`src/rtl/bit_serializer_if.sv`:
```
// Word-level valid/ready handshake feeding bit_serializer.
interface bit_serializer_if #(
    parameter int unsigned WIDTH = 8
);
    logic [WIDTH-1:0] din;
    logic             din_valid;
    logic             din_ready;

    modport master (output din, output din_valid, input din_ready);
    modport slave  (input din, input din_valid, output din_ready);
endinterface

```
`src/rtl/bit_serializer.sv`:
```
// Parallel-to-serial feeder with a one-word holding register for gapless streaming.
// Optional even-parity bit after each word when BIT_SERIALIZER_PARITY_EN is defined.
module bit_serializer #(
    parameter int unsigned WIDTH     = 8,
    parameter int unsigned MSB_FIRST = 1,
    parameter logic        IDLE_BIT  = 1'b1
) (
    input  logic                clk,
    input  logic                reset,
    bit_serializer_if.slave     up,
    output logic                bit_out,
    output logic                bit_valid,
    output logic                word_done,
    output logic                busy
);
    localparam int unsigned CNT_W = $clog2(WIDTH + 1);

    typedef enum logic [1:0] {
        S_IDLE,
        S_SHIFT
`ifdef BIT_SERIALIZER_PARITY_EN
        , S_PARITY
`endif
    } state_t;

    state_t             state_q, state_n;
    logic [WIDTH-1:0]   hold_q, hold_n;
    logic               hold_full_q, hold_full_n;
    logic [WIDTH-1:0]   shreg_q, shreg_n;
    logic [CNT_W-1:0]   cnt_q, cnt_n;
    logic               bit_out_n, bit_valid_n, word_done_n, busy_n;
    logic               load, accept;
`ifdef BIT_SERIALIZER_PARITY_EN
    logic               par_q, par_n;
`endif

    assign up.din_ready = !hold_full_q && !reset;
    assign accept       = up.din_valid && up.din_ready;

    // State and output registers
    always_ff @(posedge clk) begin
        if (reset) begin
            state_q     <= S_IDLE;
            hold_q      <= '0;
            hold_full_q <= 1'b0;
            shreg_q     <= '0;
            cnt_q       <= '0;
            bit_out     <= IDLE_BIT;
            bit_valid   <= 1'b0;
            word_done   <= 1'b0;
            busy        <= 1'b0;
`ifdef BIT_SERIALIZER_PARITY_EN
            par_q       <= 1'b0;
`endif
        end else begin
            state_q     <= state_n;
            hold_q      <= hold_n;
            hold_full_q <= hold_full_n;
            shreg_q     <= shreg_n;
            cnt_q       <= cnt_n;
            bit_out     <= bit_out_n;
            bit_valid   <= bit_valid_n;
            word_done   <= word_done_n;
            busy        <= busy_n;
`ifdef BIT_SERIALIZER_PARITY_EN
            par_q       <= par_n;
`endif
        end
    end

    // Next-state and next-output logic
    always_comb begin
        state_n     = state_q;
        hold_n      = hold_q;
        hold_full_n = hold_full_q;
        shreg_n     = shreg_q;
        cnt_n       = cnt_q;
        bit_out_n   = IDLE_BIT;
        bit_valid_n = 1'b0;
        word_done_n = 1'b0;
        load        = 1'b0;
`ifdef BIT_SERIALIZER_PARITY_EN
        par_n       = par_q;
`endif

        case (state_q)
            S_IDLE: begin
                load = hold_full_q;
            end
            S_SHIFT: begin
                if (cnt_q == CNT_W'(WIDTH)) begin
`ifdef BIT_SERIALIZER_PARITY_EN
                    state_n     = S_PARITY;
                    bit_out_n   = par_q;
                    bit_valid_n = 1'b1;
                    word_done_n = 1'b1;
`else
                    load    = hold_full_q;
                    state_n = S_IDLE;
`endif
                end else begin
                    bit_out_n   = (MSB_FIRST != 0) ? shreg_q[WIDTH-1] : shreg_q[0];
                    shreg_n     = (MSB_FIRST != 0) ? (shreg_q << 1) : (shreg_q >> 1);
                    cnt_n       = cnt_q + CNT_W'(1);
                    bit_valid_n = 1'b1;
`ifndef BIT_SERIALIZER_PARITY_EN
                    word_done_n = (cnt_q == CNT_W'(WIDTH - 1));
`endif
                end
            end
`ifdef BIT_SERIALIZER_PARITY_EN
            S_PARITY: begin
                load    = hold_full_q;
                state_n = S_IDLE;
            end
`endif
            default: state_n = S_IDLE;
        endcase

        // Loading overrides the idle fallback so the next word follows with no gap
        if (load) begin
            state_n     = S_SHIFT;
            bit_out_n   = (MSB_FIRST != 0) ? hold_q[WIDTH-1] : hold_q[0];
            shreg_n     = (MSB_FIRST != 0) ? (hold_q << 1) : (hold_q >> 1);
            cnt_n       = CNT_W'(1);
            bit_valid_n = 1'b1;
            word_done_n = 1'b0;
            hold_full_n = 1'b0;
`ifdef BIT_SERIALIZER_PARITY_EN
            par_n       = ^hold_q;
`endif
        end

        if (accept) begin
            hold_n      = up.din;
            hold_full_n = 1'b1;
        end

        busy_n = (state_n != S_IDLE) || hold_full_n;
    end
endmodule

```
`src/flat_wrapper.sv`:
```
// flat-port wrapper written by rule: the top's interface ports become plain ports
module bit_serializer_flat 
#(
    parameter int unsigned WIDTH     = 8,
    parameter int unsigned MSB_FIRST = 1,
    parameter logic        IDLE_BIT  = 1'b1
)
  (clk, reset, bit_out, bit_valid, word_done, busy, up_din, up_din_valid, up_din_ready);
  bit_serializer_if #(.WIDTH(WIDTH)) up_i ();
  input  logic clk;
  input  logic reset;
  output logic bit_out;
  output logic bit_valid;
  output logic word_done;
  output logic busy;
  input wire logic [$bits(up_i.din)-1:0] up_din;
  input wire logic [$bits(up_i.din_valid)-1:0] up_din_valid;
  output wire logic [$bits(up_i.din_ready)-1:0] up_din_ready;
  assign up_i.din = up_din;
  assign up_i.din_valid = up_din_valid;
  assign up_din_ready = up_i.din_ready;
  bit_serializer #(.WIDTH(WIDTH), .MSB_FIRST(MSB_FIRST), .IDLE_BIT(IDLE_BIT)) u_core (.clk(clk), .reset(reset), .up(up_i), .bit_out(bit_out), .bit_valid(bit_valid), .word_done(word_done), .busy(busy));
endmodule
```
`config.mk`:
```
export PLATFORM = sky130hd
export DESIGN_NAME = bit_serializer_flat
export DESIGN_NICKNAME = d
export VERILOG_FILES = /design/src/rtl/bit_serializer_if.sv /design/src/rtl/bit_serializer.sv /design/src/flat_wrapper.sv
export SDC_FILE = /design/constraint.sdc
export NUM_CORES = 1
export LEC_CHECK = 0
export CAP_MARGIN = 20
export CORE_ASPECT_RATIO = 1.4
export CORE_MARGIN = 3
export CORE_UTILIZATION = 51
export DETAILED_ROUTE_END_ITERATION = 8
export PLACE_DENSITY = 0.74
export SYNTH_ARGS = -nofsm -noshare
export SYNTH_HDL_FRONTEND = slang
export SYNTH_SLANG_ARGS = --single-unit
export TNS_END_PERCENT = 1
```
`constraint.sdc`:
```
create_clock -name clk -period 1.78 [get_ports clk]
set_input_delay 0.178 -clock clk [delete_from_list [all_inputs] [get_ports clk]]
set_output_delay 0.178 -clock clk [all_outputs]
set_load 0.02 [all_outputs]
```
==> results.md <==
- Status: complete, no violations
- Post-synthesis sequential area ratio: 48.6%
- Total GRT Usage: 18.4%
- Hold Path Class: input port to flop
- Max H-tree Level: 1
- Reg2reg start: u_core.cnt_q[0]$_SDFFE_PP0P_
- CP Class: flop to output port
- Placed instance area: 1240 um^2
- Clock sink total: 26
- Layout cells sized above 1: 9.24%
- Fin area: 1300 um^2
- Critical path capture point type: output port
- Final total power: 1.18 mW
- 1st-iter DRT viols: 15
- FP Rows: 19
- CP Data Required Time: 1.60 ns
- Via count: 797
- Drt first pass iters: 4
- Worst Hold Endpoint: u_core.hold_q[1]$_SDFFE_PP0P_
- CTS tree: built
- Worst path max stage delay: 0.61 ns
- Syn avg cell area: 10.5 um^2
- Final Setup Violations: 0
- Critical Path Fanout Max: 7
- Crit-path slowest cell: clkdlybuf4s50_1
- Netlist cell types: 34
- CORE AREA: 1970 um^2
- Maximum Capacitance Violations: 0
- Die area: 2690 um^2
- Skew-Pair Late Insertion Delay: 0.33 ns
- Min-Delay Path Depth: 3
- Cts hold-fix bufs: 0
- Fmax: 609 MHz
- Synthesized instance count: 102
- Yosys warns: 0
- Remaining global-route overflow: 0
- RSZ-0062 raised after global routing: false
- IO buf count: 15
- Syn Nets: 115
- Vias in the first global route: 820
- Final hold vios: 0
- Clk buf depth: 2
- Post-CTS setup buffer count: 0
- Vias per cell: 5.69
- Slew Limit Fails: 0
- Worst VDD drop: 626 uV
- Final period util: 92.3%
- Final setup TNS: 0 ns
- Worst Setup Start Kind: flop
- R2R Setup Slk: 0.19 ns
- Worst Hold Launch: up_din[1]
- Slew of the pin with the lowest slew margin: 0.507 ns
- CTS buffer count: 3
- Setup crit start: u_core.hold_full_q$_SDFF_PP0_
- Leak: 0.499 nW
- Post-DP HPWL: 1.54 mm
- Initial antenna violation count: 0
- Area delta synth->final: 21.1%
- Post-route ant nets: 0
- R2r endpoint: u_core.shreg_q[2]$_SDFFE_PP0P_
- Util after Layout: 65.8%
- CTS resizes: 0
- Drc violations: 0
- Flops & latches, synth: 26
- Pin count of the biggest net entering global routing: 21
- Nets: 133
- First-pass GRT wire length: 3.57 mm
- Ports: 16
- Ant. Diodes: 0
- Clk_skew: 0.00493 ns
- CTS root buffer: clkbuf_4
- Hold slack: 0.438 ns
- Die Height: 60.2 um
- Minimum clock period: 1.64 ns
- PD cells: 910 nW/um^2
- Routability congestion estimate: 0.842
- Wire per inst: 15.2 um
- Worst R2R Path Depth: 5
- Max-slew headroom: 66.1%
- Reg clk slew, reported paths: 0.14 ns
- CP cell instances: nor2_1 > clkdlybuf4s50_1
- Starting Density: 54.3%
- CP arrival: 1.46 ns
- Detailed Route WL: 2.13 mm
- Die width: 44.7 um
- Synth Cell Area: 1070 um^2
-- state kept, by name, indices dropped and copies added, names as in the netlist, 2 cells and up --
signal          cells
u_core.shreg_q      7
u_core.cnt_q        4
u_core.state_q      2
u_core.hold_q       8
-- kinds of logic (layout without fill, tap and decap cells) --
logic type / Yosys count / after routing / share of synthesized area (%)
and+or+nand+nor: 31 / 31 / 17.2
DFF: 26 / 26 / 48.6
AOI/OAI and AO/OA: 25 / 25 / 20.7
buffers and inverters: 9 / 26 / 3.39
muxes: 8 / 8 / 7.48
adders and majority gates: 2 / 2 / 2.34
other: 1 / 1 / 0.350
-- per-layer routing --
layer	GRT usage (%)	vias to the layer above	wire [um]
met5	0	-	0
met4	13.4	0	96
met3	1.81	9	49
met2	29.8	15	1050
met1	21.9	362	932
li1	-	411	-
-- power by group --
part | internal [mW] | switching, mW
sequential | 0.615 | 0.0211
combinational | 0.0739 | 0.0646
clock | 0.228 | 0.178
total | 0.917 | 0.264
-- cell usage after synthesis --
library cell	number	area share, %
inv_1	5	1.8
a31oi_1	2	1.2
or3_1	1	0.58
nor2b_1	1	0.58
nor4_1	1	0.58
o21bai_1	1	0.70
o32ai_1	1	0.82
mux2i_1	8	7.5
clkbuf_1	2	0.70
o31a_1	6	4.9
conb_1	1	0.35
o21a_1	1	0.70
nand2_1	1	0.35
ha_1	2	2.3
nor2_4	1	1.1
and3_1	1	0.58
nand3b_4	1	1.9
dfxtp_1	26	49
a211o_1	1	0.82
and2b_1	1	0.70
nand4b_1	1	0.82
nor3_1	5	2.3
a211oi_2	2	2.3
and3b_1	1	0.82
buf_2	2	0.93
a211oi_1	1	0.70
o21ai_0	2	0.93
nor2_1	12	4.2
a21oi_1	1	0.47
and4bb_2	1	1.2
nand3_1	2	0.93
nand2b_1	1	0.58
a32oi_1	1	0.82
o221a_1	6	6.3
-- how the worst max path moves through the flow --
stage               slack, ns                        endpoint  cells past startpoint
global placement         0.28                    up_din_ready                      3
detailed placement       0.21  u_core.shreg_q[3]$_SDFFE_PP0P_                      5
CTS                      0.13                    up_din_ready                      2
floorplan                0.36  u_core.shreg_q[3]$_SDFFE_PP0P_                      6
finish                   0.14                    up_din_ready                      2
global route             0.05                    up_din_ready                      2
-- final cells by class --
| type | count | area, um^2 |
|---|---|---|
| inverters | 5 | 18.8 |
| clock buffers | 3 | 22.5 |
| multi-input cells | 67 | 514 |
| clock inverters | 1 | 30.0 |
| fillers | 169 | 676 |
| flip-flops and latches | 26 | 520 |
| repair buffers | 17 | 165 |
| well taps | 21 | 26.3 |
-- per-stage QoR --
stage	setup WS, ns	cells
floorplan	0.365	102
CTS	0.126	140
finish	0.137	140
detailed placement	0.213	136
global placement	0.276	136
global route	0.0548	140
-- critical path, delay by kind of cell (launching register included) --
| kind | cells | cell delay (ns) |
|---|---|---|
| flip-flops | 1 | 0.40 |
| buffers and inverters | 1 | 0.61 |
| AND/OR/NAND/NOR | 1 | 0.13 |
-- cell usage in the layout (no fill, tap or decap), drive strengths merged, types with 2 or more instances in the layout --
| cell type | n |
|---|---|
| buf | 2 |
| a31oi | 2 |
| o221a | 6 |
| nand3 | 2 |
| nor3 | 5 |
| dfxtp | 26 |
| mux2i | 8 |
| ha | 2 |
| clkbuf | 3 |
| clkdlybuf4s50 | 15 |
| nor2 | 13 |
| o21ai | 2 |
| inv | 5 |
| a211oi | 3 |
| o31a | 6 |
No activity file was read; power rests on OpenSTA's default activity.
